File: config.mk
export PLATFORM = sky130hd
export DESIGN_NAME = uart_tx_buffered
export DESIGN_NICKNAME = d
export VERILOG_FILES = /design/src/rtl/uart_pkg.sv /design/src/rtl/uart_tx_fifo.sv /design/src/rtl/uart_tx_buffered.sv
export SDC_FILE = /design/constraint.sdc
export NUM_CORES = 1
export LEC_CHECK = 0
export CAP_MARGIN = 20
export CORE_MARGIN = 2
export CORE_UTILIZATION = 50
export DETAILED_ROUTE_END_ITERATION = 16
export PLACE_DENSITY = 0.68
export SYNTH_ARGS = -nofsm -noshare
export SYNTH_HDL_FRONTEND = slang
export SYNTH_SLANG_ARGS = --single-unit
File: constraint.sdc
create_clock -name sysclk -period 5.75 [get_ports sysclk]
set_clock_uncertainty 0.1 [all_clocks]
set_input_delay 0.575 -clock sysclk [delete_from_list [all_inputs] [get_ports sysclk]]
set_output_delay 0.575 -clock sysclk [all_outputs]
set_load 0.01 [all_outputs]
File: src/rtl/uart_pkg.sv
// Shared definitions for the buffered UART transmitter.
// UART_TX_PARITY_EN adds the PARITY state and lengthens the frame by one bit.
package uart_pkg;

    typedef enum logic [2:0] {
        ST_IDLE   = 3'd0,
        ST_START  = 3'd1,
        ST_DATA   = 3'd2,
        ST_STOP   = 3'd3
`ifdef UART_TX_PARITY_EN
        ,
        ST_PARITY = 3'd4
`endif
    } tx_state_e;

    localparam int unsigned BAUD_DIV_DEFAULT = 10416;
    localparam int unsigned DATA_BITS        = 8;

`ifdef UART_TX_PARITY_EN
    localparam int unsigned FRAME_BITS = DATA_BITS + 3;
`else
    localparam int unsigned FRAME_BITS = DATA_BITS + 2;
`endif

endpackage

File: src/rtl/uart_tx_fifo.sv
// Synchronous FIFO for the UART transmitter; a push into a full FIFO is
// accepted only when a pop happens on the same edge.
module uart_tx_fifo #(
    parameter int unsigned DEPTH = 8,
    parameter int unsigned WIDTH = 8
) (
    input  logic                       clk_i,
    input  logic                       rst_i,
    input  logic                       push_i,
    input  logic                       pop_i,
    input  logic [WIDTH-1:0]           data_i,
    output logic [WIDTH-1:0]           data_o,
    output logic                       full_o,
    output logic                       empty_o,
    output logic [$clog2(DEPTH):0]     count_o
);

    localparam int unsigned AW = $clog2(DEPTH);
    localparam int unsigned CW = AW + 1;

    logic [WIDTH-1:0] mem_q [DEPTH];
    logic [AW-1:0]    wr_ptr_q, wr_ptr_d;
    logic [AW-1:0]    rd_ptr_q, rd_ptr_d;
    logic [CW-1:0]    count_q, count_d;
    logic             do_push, do_pop;

    assign empty_o = (count_q == '0);
    assign full_o  = (count_q == CW'(DEPTH));
    assign count_o = count_q;
    assign data_o  = mem_q[rd_ptr_q];

    assign do_pop  = pop_i && !empty_o;
    assign do_push = push_i && (!full_o || do_pop);

    // Pointers are AW bits wide, so natural overflow gives the modulo-DEPTH wrap.
    always_comb begin
        wr_ptr_d = wr_ptr_q;
        rd_ptr_d = rd_ptr_q;
        count_d  = count_q;
        if (do_push) wr_ptr_d = wr_ptr_q + 1'b1;
        if (do_pop)  rd_ptr_d = rd_ptr_q + 1'b1;
        case ({do_push, do_pop})
            2'b10:   count_d = count_q + 1'b1;
            2'b01:   count_d = count_q - 1'b1;
            default: count_d = count_q;
        endcase
    end

    always_ff @(posedge clk_i or posedge rst_i) begin
        if (rst_i) begin
            wr_ptr_q <= '0;
            rd_ptr_q <= '0;
            count_q  <= '0;
        end else begin
            wr_ptr_q <= wr_ptr_d;
            rd_ptr_q <= rd_ptr_d;
            count_q  <= count_d;
        end
    end

    always_ff @(posedge clk_i) begin
        if (do_push) mem_q[wr_ptr_q] <= data_i;
    end

endmodule

File: src/rtl/uart_tx_buffered.sv
// FIFO-buffered UART transmitter: queued bytes leave as 8N1 frames, LSB first.
// Defining UART_TX_PARITY_EN inserts an even-parity bit before the stop bit.
module uart_tx_buffered
    import uart_pkg::*;
#(
    parameter int unsigned BAUD_DIV   = BAUD_DIV_DEFAULT,
    parameter int unsigned FIFO_DEPTH = 8
) (
    input  logic       sysclk,
    input  logic       reset,
    input  logic [7:0] tx_data,
    input  logic       tx_enable,
    output logic       tx_status,
    output logic       fifo_full,
    output logic       overflow,
    output logic       PC_Uart_txd
);

    localparam int unsigned CW        = $clog2(FIFO_DEPTH) + 1;
    localparam logic [15:0] BAUD_LAST = 16'(BAUD_DIV - 1);
    localparam logic [2:0]  LAST_BIT  = 3'(DATA_BITS - 1);

    tx_state_e   state_q, state_d;
    logic [15:0] baud_cnt_q, baud_cnt_d;
    logic [2:0]  bit_idx_q, bit_idx_d;
    logic [7:0]  shift_q, shift_d;
    logic        txd_q, txd_d;
    logic        overflow_q, overflow_d;
`ifdef UART_TX_PARITY_EN
    logic        parity_q, parity_d;
`endif

    logic          fifo_pop;
    logic          fifo_full_w;
    logic          fifo_empty;
    logic [7:0]    fifo_dout;
    logic [CW-1:0] fifo_count;
    logic          baud_done;

    uart_tx_fifo #(
        .DEPTH (FIFO_DEPTH),
        .WIDTH (8)
    ) u_fifo (
        .clk_i   (sysclk),
        .rst_i   (reset),
        .push_i  (tx_enable),
        .pop_i   (fifo_pop),
        .data_i  (tx_data),
        .data_o  (fifo_dout),
        .full_o  (fifo_full_w),
        .empty_o (fifo_empty),
        .count_o (fifo_count)
    );

    assign baud_done   = (baud_cnt_q == BAUD_LAST);
    assign tx_status   = (state_q == ST_IDLE) && (fifo_count == '0);
    assign fifo_full   = fifo_full_w;
    assign overflow    = overflow_q;
    assign PC_Uart_txd = txd_q;

    always_comb begin
        state_d    = state_q;
        baud_cnt_d = baud_cnt_q;
        bit_idx_d  = bit_idx_q;
        shift_d    = shift_q;
        txd_d      = txd_q;
        fifo_pop   = 1'b0;
`ifdef UART_TX_PARITY_EN
        parity_d   = parity_q;
`endif

        case (state_q)
            ST_IDLE: begin
                baud_cnt_d = '0;
                txd_d      = 1'b1;
                if (!fifo_empty) begin
                    fifo_pop = 1'b1;
                    shift_d  = fifo_dout;
                    txd_d    = 1'b0;
                    state_d  = ST_START;
`ifdef UART_TX_PARITY_EN
                    parity_d = ^fifo_dout;
`endif
                end
            end
            ST_START: begin
                if (baud_done) begin
                    baud_cnt_d = '0;
                    bit_idx_d  = '0;
                    txd_d      = shift_q[0];
                    state_d    = ST_DATA;
                end else begin
                    baud_cnt_d = baud_cnt_q + 16'd1;
                end
            end
            ST_DATA: begin
                if (baud_done) begin
                    baud_cnt_d = '0;
                    if (bit_idx_q == LAST_BIT) begin
`ifdef UART_TX_PARITY_EN
                        txd_d   = parity_q;
                        state_d = ST_PARITY;
`else
                        txd_d   = 1'b1;
                        state_d = ST_STOP;
`endif
                    end else begin
                        // Next bit is driven straight from shift_q[1] so txd stays registered.
                        shift_d   = {1'b0, shift_q[7:1]};
                        txd_d     = shift_q[1];
                        bit_idx_d = bit_idx_q + 3'd1;
                    end
                end else begin
                    baud_cnt_d = baud_cnt_q + 16'd1;
                end
            end
`ifdef UART_TX_PARITY_EN
            ST_PARITY: begin
                if (baud_done) begin
                    baud_cnt_d = '0;
                    txd_d      = 1'b1;
                    state_d    = ST_STOP;
                end else begin
                    baud_cnt_d = baud_cnt_q + 16'd1;
                end
            end
`endif
            ST_STOP: begin
                if (baud_done) begin
                    baud_cnt_d = '0;
                    if (!fifo_empty) begin
                        fifo_pop = 1'b1;
                        shift_d  = fifo_dout;
                        txd_d    = 1'b0;
                        state_d  = ST_START;
`ifdef UART_TX_PARITY_EN
                        parity_d = ^fifo_dout;
`endif
                    end else begin
                        txd_d   = 1'b1;
                        state_d = ST_IDLE;
                    end
                end else begin
                    baud_cnt_d = baud_cnt_q + 16'd1;
                end
            end
            default: begin
                baud_cnt_d = '0;
                txd_d      = 1'b1;
                state_d    = ST_IDLE;
            end
        endcase

        overflow_d = overflow_q | (tx_enable & fifo_full_w & ~fifo_pop);
    end

    always_ff @(posedge sysclk or posedge reset) begin
        if (reset) begin
            state_q    <= ST_IDLE;
            baud_cnt_q <= '0;
            bit_idx_q  <= '0;
            shift_q    <= '0;
            txd_q      <= 1'b1;
            overflow_q <= 1'b0;
`ifdef UART_TX_PARITY_EN
            parity_q   <= 1'b0;
`endif
        end else begin
            state_q    <= state_d;
            baud_cnt_q <= baud_cnt_d;
            bit_idx_q  <= bit_idx_d;
            shift_q    <= shift_d;
            txd_q      <= txd_d;
            overflow_q <= overflow_d;
`ifdef UART_TX_PARITY_EN
            parity_q   <= parity_d;
`endif
        end
    end

endmodule

==> results.py, run 1 <==
metrics = {
    "synth": {
        "synthCells": 363,
        "synth_ff_type": "edfxtp_1",
        "synth.net_count": 386,
        "netlist_area_mm2": 0.00491,
        "synthDominantCellAreaShare_pct": 39.1,
        "ys_types": 55,
        "synth_warnings": 0,
        "avgSynthCellArea_um2": 13.5,
        "async_flop_share_pct": 39.0,
        "ys_seq_elements": 105,
        "synth_top_area_cell": "edfxtp_1",
        "synth_area_leaders": "edfxtp_1, dfrtp_1, mux4_2",
        "synth-edff-count": 64,
        "ys_seq_area_share_pct": 60.0,
    },
    "hold_path": {
        "hp-class": "register to register",
        "hold_depth": 1,
    },
    "clock_tree": {
        "ctsHoldBuffers": 0,
        "cts_tree": "done",
        "cts-root-buf": "clkbuf_8",
        "htree_levels": 3,
        "cts_resized": 0,
        "cts_made_buffers": 9,
        "cts_max_path_buffers": 2,
        "clk_pin_slew_worst_paths_ns": 0.10,
        "clock-sinks": 105,
        "post_cts_buffers": 0,
        "worstSkewPairLatency_ns": 0.38,
    },
    "power_and_ir_drop": {
        "p_sw_uw": 877,
        "p_seq_share_pct": 45.5,
        "design_power_total_uw": 2430,
        "clock_power_share_pct": 18.0,
        "cell_internal_pwr_uw": 1560,
        "swShare_pct": 36.1,
        "powerDensity_mw_per_mm2": 451,
        "power_leakage_uw": 0.00198,
        "peakVddDrop_v": 0.000191,
        "p_comb_share_pct": 36.5,
    },
    "cells_and_area": {
        "drive_gt1_share_pct": 16.0,
        "finalNonFillerCells": 514,
        "nets": 399,
        "multi_input_area_mm2": 0.00182,
        "seqCellArea_mm2": 0.00295,
        "final_area_mm2": 0.00539,
        "antenna_cells": 0,
        "syn2layout_area_growth_pct": 9.70,
        "fill_cells": 803,
    },
    "global_routing": {
        "antenna_found_initial": 0,
        "grt_pass1_wl_um": 14800,
        "grt_pass1_vias": 2885,
        "grt_use_total_pct": 18.8,
        "grt_max_degree": 42,
        "grt_overflow_total": 0,
    },
    "routing": {
        "via_per_inst": 5.73,
        "wl_per_cell_um": 17.5,
        "route.vias.total": 2945,
        "drcViolationCount": 0,
        "dr.pass1.iters": 5,
        "ant_nets": 0,
        "drt-total-wl_um": 9010,
        "drt_iter0_drc": 262,
    },
    "sta": {
        "hold_violations": 0,
        "fin_crit_ns": 3.21,
        "clock.fmax_mhz": 312,
        "rsz0062_at_grt": "false",
        "worst_pin_slew_ns": 0.997,
        "fin_tns_setup_ns": 0,
        "final.period_utilization_pct": 55.7,
        "setup_viol": 0,
        "slew_headroom_pct": 33.4,
        "hold_ws_ns": 0.375,
        "maxSlewViolCount": 0,
    },
    "place": {
        "place_area_mm2": 0.00520,
        "dp_hpwl_um": 6120,
        "portBuffers": 14,
        "gp_congestion": 0.792,
        "place_inst": 498,
    },
    "critical_path": {
        "critPathLaunchType": "register",
        "cp.depth": 13,
        "cpMaxStageDelayCell": "nor2_1",
        "crit_arrival_ns": 3.36,
        "path_buf_inv": 2,
        "critPathMaxFanout": 11,
        "path_cells": "inv_1 -> ha_1 -> nor2_1 -> a31oi_1 -> buf_4 -> nand2b_1 -> ha_1 -> xor2_1 -> ha_1 -> a21oi_1 -> xor2_1 -> nor2_1 -> xor2_1",
        "timing_worst_setup_path_type": "register to register",
        "rr_worst_depth": 13,
        "cp_top_family": "adder cells",
        "reg2reg_slack_ns": 2.54,
        "cp.required_ns": 5.91,
        "critPathCaptureType": "register",
        "slowest_delay_ns": 0.48,
    },
    "floorplanning": {
        "die_area_mm2": 0.0106,
        "placementRows": 36,
        "die_y_um": 103,
        "coreArea_mm2": 0.00964,
        "io_pins": 15,
        "fp.dieW_um": 103,
        "start_util_pct": 51.0,
    },
    "status": {
        "status": "finished, final reports clean",
    },
    "run": {
        "drv_cap": 0,
    },
}
cell families after synthesis:
kind of cell               count (synthesis)  synth area share [%]
and+or+nand+nor                          104                  12.8
muxes                                     28                  9.93
buffers and inverters                     40                  3.39
xor gates and xnor gates                  16                  2.85
adders and majority gates                 12                  3.05
DFF                                      105                  60.0
AOI/OAI and AO/OA                         58                  7.99
metrics by stage:
stage	util, %	setup WS [ns]
3_3_place_gp	54.0	2.73
5_1_grt	55.9	2.27
6_report	55.9	2.54
2_1_floorplan	-	2.87
3_5_place_dp	54.0	2.60
4_1_cts	55.9	2.57
cell type report:
type	count	share of cell area, %
clock buffer	9	2.30
sequential	105	54.7
clock inverter	7	1.21
inverter	21	1.46
tap	133	3.09
timing repair buffer	21	3.57
multi-input combinational	218	33.7
per-layer routing:
| metal | global-route usage, % | vias up | routed length [um] | part of all wire [%] |
|---|---|---|---|---|
| met3 | 4.20 | 9 | 357 | 4.0 |
| met5 | 0 | - | 0 | 0 |
| met4 | 5.97 | 0 | 80 | 0.89 |
| met1 | 26.3 | 1473 | 4120 | 46 |
| met2 | 29.5 | 57 | 4450 | 49 |
| li1 | - | 1406 | - | - |
synth_stat cells (all sizes together), types with 4 or more instances:
library cell,instances
nand2,17
nor2b,4
xor2,7
mux4,16
o311ai,5
ha,12
or4,5
edfxtp,64
a21oi,16
buf,11
mux2,6
inv,21
nor3,6
clkbuf,8
dfrtp,40
xnor2,9
nand2b,4
o21ai,12
or2,4
nor4,5
nand3,9
nor4b,7
nor2,21
nand4,10
o22ai,4
mux2i,6
cell usage in the layout (no fill, tap or decap), types with 2 or more instances in the layout:
master / Yosys / routed
edfxtp_1: 64 / 64
dfrtp_1: 40 / 40
nor2_1: 21 / 21
inv_1: 21 / 21
nand2_1: 17 / 17
a21oi_1: 16 / 16
mux4_2: 16 / 16
clkdlybuf4s50_1: 0 / 14
ha_1: 12 / 12
o21ai_0: 11 / 11
xnor2_1: 9 / 9
nand4_1: 9 / 9
nand3_1: 9 / 9
clkbuf_8: 0 / 9
xor2_1: 7 / 7
buf_4: 2 / 7
mux2_2: 6 / 6
mux2i_1: 6 / 6
or4_1: 5 / 5
o311ai_0: 5 / 5
nor4_1: 5 / 5
nor3_1: 6 / 5
nor4b_2: 3 / 4
nand2b_1: 4 / 4
nor2b_1: 4 / 4
or2_2: 4 / 4
o22ai_1: 4 / 4
inv_8: 0 / 4
o22a_1: 3 / 3
nor4b_1: 3 / 2
and3b_1: 2 / 2
a21o_1: 2 / 2
and4_1: 2 / 2
a31oi_1: 2 / 2
o31ai_1: 2 / 2
o21a_1: 2 / 2
o221ai_1: 2 / 2
a22o_1: 2 / 2
flip-flops by register name (all words and copies together), names as in the netlist:
signal / count
bit_idx_q: 3
baud_cnt_q: 16
state_q: 2
shift_q: 8
u_fifo.rd_ptr_q: 3
overflow: 1
u_fifo.mem_q: 64
PC_Uart_txd: 1
u_fifo.wr_ptr_q: 3
u_fifo.count_o: 4
path summary, 6_finish.rpt:
path	from	endpoint
worst max-delay path	state_q[0]$_DFFE_PP0P_	u_fifo.count_o[2]$_DFFE_PP0P_
worst min-delay path	overflow$_DFF_PP0_	overflow$_DFF_PP0_
worst max register to register	state_q[0]$_DFFE_PP0P_	u_fifo.count_o[2]$_DFFE_PP0P_
worst min register to register	overflow$_DFF_PP0_	overflow$_DFF_PP0_
max in group asynchronous	reset	PC_Uart_txd$_DFFE_PP1P_
min in group asynchronous	reset	baud_cnt_q[13]$_DFF_PP0_
power groups by stage:
stage	Clock, uW	Sequential (uW)	Combinational (uW)
floorplan	0	1050	733
global placement	0	1120	877
detailed placement	0	1120	892
CTS	454	1110	896
global route	483	1130	985
finish	437	1110	889
Power figures use the tool's default switching activity.
==> run 2, diff against run 1 <==
==> constraint.sdc (replaced) <==
create_clock -name sysclk -period 3.2 [get_ports sysclk]
set_clock_uncertainty 0.1 [all_clocks]
set_input_delay 0.32 -clock sysclk [delete_from_list [all_inputs] [get_ports sysclk]]
set_output_delay 0.32 -clock sysclk [all_outputs]
set_load 0.01 [all_outputs]
==> results.py, run 2 (synthesized netlist as in run 1, its figures left out) <==
metrics = {
    "place": {
        "portBuffers": 14,
        "dp_hpwl_um": 6240,
        "place_ws_ns": 0.187,
        "gp_congestion": 0.805,
        "place_area_mm2": 0.00525,
    },
    "clock_tree": {
        "htree_levels": 3,
        "ctsHoldBuffers": 0,
        "cts_tree": "done",
        "clock-sinks": 105,
        "cts_resized": 0,
        "cts_max_path_buffers": 2,
        "worstSkewPairLatency_ns": 0.38,
        "clk_pin_slew_worst_paths_ns": 0.11,
        "cts-root-buf": "clkbuf_8",
        "cts_made_buffers": 9,
        "post_cts_buffers": 0,
    },
    "cells_and_area": {
        "antenna_cells": 0,
        "top_register": "u_fifo.mem_q",
        "seqCellArea_mm2": 0.00295,
        "final_common_cell": "edfxtp_1",
        "fill_cells": 801,
        "largest_reg_flops": 64,
        "multi_input_area_mm2": 0.00181,
        "final_area_mm2": 0.00547,
        "drive_gt1_share_pct": 17.7,
        "reg_top3": "u_fifo.mem_q: 64 flops, baud_cnt_q: 16 flops, shift_q: 8 flops",
        "nets": 407,
        "layout_common_cells": "edfxtp_1, dfrtp_1, inv_1, nor2_1, nand2_1",
        "syn2layout_area_growth_pct": 11.4,
    },
    "sta": {
        "setup_viol": 0,
        "worst_pin_slew_ns": 0.835,
        "setup_slack_ns": 0.299,
        "slew_headroom_pct": 44.4,
        "maxSlewViolCount": 0,
        "clock.fmax_mhz": 345,
        "fin_crit_ns": 2.90,
        "final.period_utilization_pct": 90.7,
        "rsz0062_at_grt": "false",
        "fin_tns_setup_ns": 0,
        "hold_violations": 0,
    },
    "status": {
        "status": "finished, final reports clean",
    },
    "routing": {
        "drcViolationCount": 0,
        "wl_per_cell_um": 17.7,
        "dr.pass1.iters": 4,
        "via_per_inst": 5.62,
        "route.vias.total": 2936,
        "ant_nets": 0,
        "drt-total-wl_um": 9240,
        "drt_iter0_drc": 208,
    },
    "global_routing": {
        "grt_max_degree": 42,
        "grt_pass1_vias": 2885,
        "grt_overflow_total": 0,
        "grt_pass1_wl_um": 14700,
        "grt_use_total_pct": 18.6,
        "antenna_found_initial": 0,
    },
    "critical_path": {
        "cp-startpoint": "state_q[0]$_DFFE_PP0P_",
        "timing_worst_setup_path_type": "register to register",
        "r2r-start": "state_q[0]$_DFFE_PP0P_",
        "slowest_delay_ns": 0.40,
        "critPathLaunchType": "register",
        "crit_arrival_ns": 3.06,
        "path_cells": "inv_1 -> ha_1 -> nor2_2 -> a31oi_1 -> nand2b_1 -> ha_1 -> xor2_1 -> ha_1 -> a21oi_1 -> xor2_1 -> nor2_1 -> xor2_1",
        "critPathCaptureType": "register",
        "cpMaxStageDelayCell": "dfrtp_1",
        "rr_worst_depth": 12,
        "cp.required_ns": 3.36,
        "critPathMaxFanout": 9,
    },
    "power_and_ir_drop": {
        "power_leakage_uw": 0.00203,
        "peakVddDrop_v": 0.000410,
        "powerDensity_mw_per_mm2": 815,
    },
    "floorplanning": {
        "io_pins": 15,
        "coreArea_mm2": 0.00964,
        "die_area_mm2": 0.0106,
        "start_util_pct": 51.0,
        "fp.dieW_um": 103,
        "die_y_um": 103,
        "placementRows": 36,
    },
    "hold_path": {
        "hp-class": "input pin to asynchronous set/reset pin",
    },
    "run": {
        "drv_cap": 0,
    },
}
[run 2: cell types whose count changed in the layout (fill, tap and decap cells not counted), sizes merged]
cell	delta
inv	-3
buf	+8
clkinvlp	-1
clkinv	+4
[run 2: critical path, delay by kind of cell (launching register included)]
| kind | cells | cell delay, ns |
|---|---|---|
| simple gates | 3 | 0.60 |
| xor+xnor | 3 | 0.46 |
| buf+inv | 1 | 0.09 |
| compound gates | 2 | 0.32 |
| fa+ha+maj | 3 | 0.81 |
| flops | 1 | 0.40 |
[run 2: routing by layer]
layer / global-route usage [%] / vias up / share of wire (%)
li1: - / 1424 / -
met1: 26.1 / 1461 / 47
met2: 30.1 / 42 / 49
met3: 3.86 / 9 / 2.6
met4: 4.66 / 0 / 1.0
met5: 0 / - / 0
[run 2: metrics by stage]
step	hold WS [ns]	std cells	total power (uW)	util [%]
after floorplan	0.319	363	3200	-
after global placement	0.346	506	3610	54.5
after detailed placement	0.352	506	3660	54.5
after CTS	0.275	522	4500	56.7
after global routing	0.322	522	4740	56.8
final	0.280	522	4460	56.8
[run 2: layout make-up]
| type | instances | share of cell area (%) |
|---|---|---|
| timing repair buffer | 29 | 4.62 |
| clock buffer | 9 | 2.26 |
| tap | 133 | 3.04 |
| sequential | 105 | 53.9 |
| clock inverter | 7 | 1.71 |
| inverter | 21 | 1.44 |
| multi-input combinational | 218 | 33.0 |
[run 2: final timing paths]
path                                            endpoint  slack [ns]
min reg2reg                           overflow$_DFF_PP0_        0.37
max                        u_fifo.count_o[2]$_DFFE_PP0P_        0.30
max in group asynchronous        PC_Uart_txd$_DFFE_PP1P_        2.35
min                               state_q[0]$_DFFE_PP0P_        0.28
min in group sysclk                   overflow$_DFF_PP0_        0.37
max reg2reg                u_fifo.count_o[2]$_DFFE_PP0P_        0.30
[run 2: power by group]
group	switching [uW]	total, uW	leakage [uW]	internal [uW]
Sequential	255	1990	0.00109	1740
Combinational	844	1630	0.000831	785
Clock	519	837	0.000107	319
Total	1620	4460	0.00203	2840
==> run 3, diff against run 2 <==
--- a/config.mk
+++ b/config.mk
@@ -9,7 +9,9 @@
 export CORE_MARGIN = 2
 export CORE_UTILIZATION = 50
 export DETAILED_ROUTE_END_ITERATION = 16
+export GPL_TIMING_DRIVEN = 0
 export PLACE_DENSITY = 0.68
 export SYNTH_ARGS = -nofsm -noshare
 export SYNTH_HDL_FRONTEND = slang
+export SYNTH_HIERARCHICAL = 1
 export SYNTH_SLANG_ARGS = --single-unit
==> results.py, run 3 <==
metrics = {
    "synth": {
        "synth_ff_type": "edfxtp_1",
        "synth_area_leaders": "edfxtp_1, dfrtp_1, mux4_1",
        "ys_types": 54,
        "synth-edff-count": 64,
        "avgSynthCellArea_um2": 14.6,
        "synthDominantCellAreaShare_pct": 39.3,
        "ys_seq_elements": 105,
        "synth.net_count": 358,
        "synth_top_area_cell": "edfxtp_1",
        "synth_warnings": 6,
        "ys_seq_area_share_pct": 60.4,
        "netlist_area_mm2": 0.00489,
        "synth_commonest_cells": "edfxtp_1, dfrtp_1, nor2_1",
        "async_flop_share_pct": 39.0,
        "synth.most_common_cell": "edfxtp_1",
        "synthCells": 335,
    },
    "status": {
        "status": "finished, final reports clean",
    },
    "critical_path": {
        "timing_worst_setup_path_type": "register to register",
        "cp.required_ns": 3.10,
        "critPathCaptureType": "register",
        "path_buf_inv": 0,
        "rr_worst_depth": 8,
        "cpMaxStageDelayCell": "nor2_1",
        "critPathLaunchType": "register",
        "cp.depth": 8,
        "critPathMaxFanout": 8,
        "reg2reg_slack_ns": 0.14,
        "crit_arrival_ns": 2.96,
        "path_cells": "nor4b_4 -> and4_4 -> a21oi_2 -> nor3_4 -> nand2b_1 -> o21a_1 -> nand2b_1 -> nor2_1",
        "crit_path_frequent_cell": "nand2b_1",
        "slowest_delay_ns": 0.74,
        "cp_top_family": "simple AND/OR/NAND/NOR gates",
    },
    "clock_tree": {
        "cts_max_path_buffers": 2,
        "worstSkewPairLatency_ns": 0.38,
        "cts_tree": "done",
        "cts_made_buffers": 9,
        "cts-root-buf": "clkbuf_8",
        "clk_pin_slew_worst_paths_ns": 0.11,
        "clock-sinks": 105,
        "ctsHoldBuffers": 0,
        "htree_levels": 3,
    },
    "routing": {
        "route.vias.total": 2762,
        "ant_nets": 0,
        "wl_per_cell_um": 17.6,
        "drcViolationCount": 0,
        "drt_iter0_drc": 111,
        "dr.pass1.iters": 5,
        "via_per_inst": 5.44,
        "drt-total-wl_um": 8940,
    },
    "place": {
        "portBuffers": 14,
        "place_inst": 483,
        "dp_hpwl_um": 5760,
        "gp_congestion": 0.865,
    },
    "global_routing": {
        "grt_overflow_total": 0,
        "grt_max_degree": 21,
        "grt_pass1_vias": 2737,
        "antenna_found_initial": 0,
        "grt_use_total_pct": 18.3,
        "grt_pass1_wl_um": 14000,
    },
    "floorplanning": {
        "coreArea_mm2": 0.00964,
        "die_y_um": 103,
        "placementRows": 36,
        "fp.dieW_um": 103,
        "die_area_mm2": 0.0106,
        "io_pins": 15,
        "start_util_pct": 50.7,
    },
    "sta": {
        "fin_crit_ns": 3.06,
        "clock.fmax_mhz": 327,
        "setup_viol": 0,
        "slew_headroom_pct": 38.6,
        "rsz0062_at_grt": "true",
        "hold_ws_ns": 0.167,
        "worst_pin_slew_ns": 0.918,
        "hold_violations": 0,
        "maxSlewViolCount": 0,
        "final.period_utilization_pct": 95.6,
    },
    "cells_and_area": {
        "syn2layout_area_growth_pct": 13.7,
        "final_common_cell": "edfxtp_1",
        "top_register": "u_fifo/mem_q",
        "largest_reg_flops": 64,
        "reg_top3": "u_fifo/mem_q: 64 flops, baud_cnt_q: 16 flops, shift_q: 8 flops",
        "drive_gt1_share_pct": 23.7,
        "finalNonFillerCells": 508,
        "nets": 393,
        "antenna_cells": 0,
        "layout_common_cells": "edfxtp_1, dfrtp_1, nor2_1, mux2_2, nand2_1",
    },
    "power_and_ir_drop": {
        "power_leakage_uw": 0.00209,
        "powerDensity_mw_per_mm2": 553,
        "peakVddDrop_v": 0.000387,
    },
    "hold_path": {
        "hp-class": "input pin to asynchronous set/reset pin",
    },
    "run": {
        "drv_cap": 0,
    },
}
## run 3: cell count changes in the layout (fill, tap and decap cells not counted), moves of 6 or more
| cell | before | now |
|---|---|---|
| mux2_2 | 6 | 25 |
| a21oi_1 | 16 | 1 |
| mux4_1 | 0 | 12 |
| mux4_2 | 16 | 4 |
| nor2_1 | 20 | 32 |
| xnor2_1 | 9 | 16 |
| nand4_1 | 9 | 3 |
## run 3: worst paths after layout
check	startpoint	endpoint
max	baud_cnt_q[6]$_DFF_PP0_	u_fifo/mem_q[4][4]$_DFFE_PP_
min	reset	u_fifo/count_o[2]$_DFFE_PP0P_
max reg2reg	baud_cnt_q[6]$_DFF_PP0_	u_fifo/mem_q[4][4]$_DFFE_PP_
min reg2reg	shift_q[3]$_DFFE_PP0P_	shift_q[3]$_DFFE_PP0P_
max in group asynchronous	reset	baud_cnt_q[12]$_DFF_PP0_
min in group sysclk	shift_q[3]$_DFFE_PP0P_	shift_q[3]$_DFFE_PP0P_
## run 3: power by group
group	leakage, uW	total, uW	internal [uW]	switching (uW)
Sequential	0.00109	1710	1620	94.3
Combinational	0.000888	491	216	274
Clock	0.000108	869	384	485
Total	0.00209	3070	2220	854
## run 3: kinds of logic (layout without fill, tap and decap cells)
kind of cell               count (synthesis)  after routing  synth area share, %
buffers and inverters                     27             67                 2.82
adders and majority gates                 12             12                 3.23
AOI/OAI and AO/OA                         28             28                 4.58
muxes                                     45             45                 15.0
DFF                                      105            105                 60.4
and+or+nand+nor                           98             98                 10.4
xor gates and xnor gates                  20             20                 3.58
## run 3: per-layer routing
layer / global-route usage, % / part of all wire, % / vias up
li1: - / - / 1317
met1: 23.4 / 45 / 1384
met2: 30.6 / 50 / 51
met3: 5.08 / 3.5 / 10
met4: 5.57 / 1.1 / 0
met5: 0 / 0 / -
## run 3: stage by stage
stage / setup WS [ns] / setup TNS (ns) / total power (uW) / util (%) / cell area, um2
2_1_floorplan: 0.000297 / 0 / 2050 / - / 4890
3_3_place_gp: -0.809 / -24.77 / 2180 / 53.9 / 5200
3_5_place_dp: -0.376 / -20.74 / 2230 / 54.3 / 5240
4_1_cts: 0.000426 / 0 / 3100 / 56.9 / 5490
5_1_grt: -0.0333 / -0.203 / 3230 / 57.6 / 5550
6_report: 0.141 / 0 / 3070 / 57.6 / 5550
## run 3: worst reg2reg max path: stages (launching register included)
cell and delay [ns]:
dfrtp_1 0.46, nor4b_4 0.32, and4_4 0.28, a21oi_2 0.08, nor3_4 0.18, nand2b_1 0.18, o21a_1 0.18, nand2b_1 0.16
nor2_1 0.74
## run 3: timing repair
item / in CTS / in global routing
cloned: 0 / 0
gates resized for setup: 3 / 7
buffers inserted: 3 / 7
pin swaps: 4 / 4
endpoints found under the setup margin: 66 / 65
## run 3: cell type report
cell class / count / area (um2)
plain buffers: 10 / 73.8
clock buffers: 10 / 128
clock inverters: 6 / 86.3
fillers: 757 / 4090
inverters: 16 / 60.1
multi-input cells: 203 / 1850
flip-flops and latches: 105 / 2950
well taps: 133 / 166
repair buffers: 25 / 243
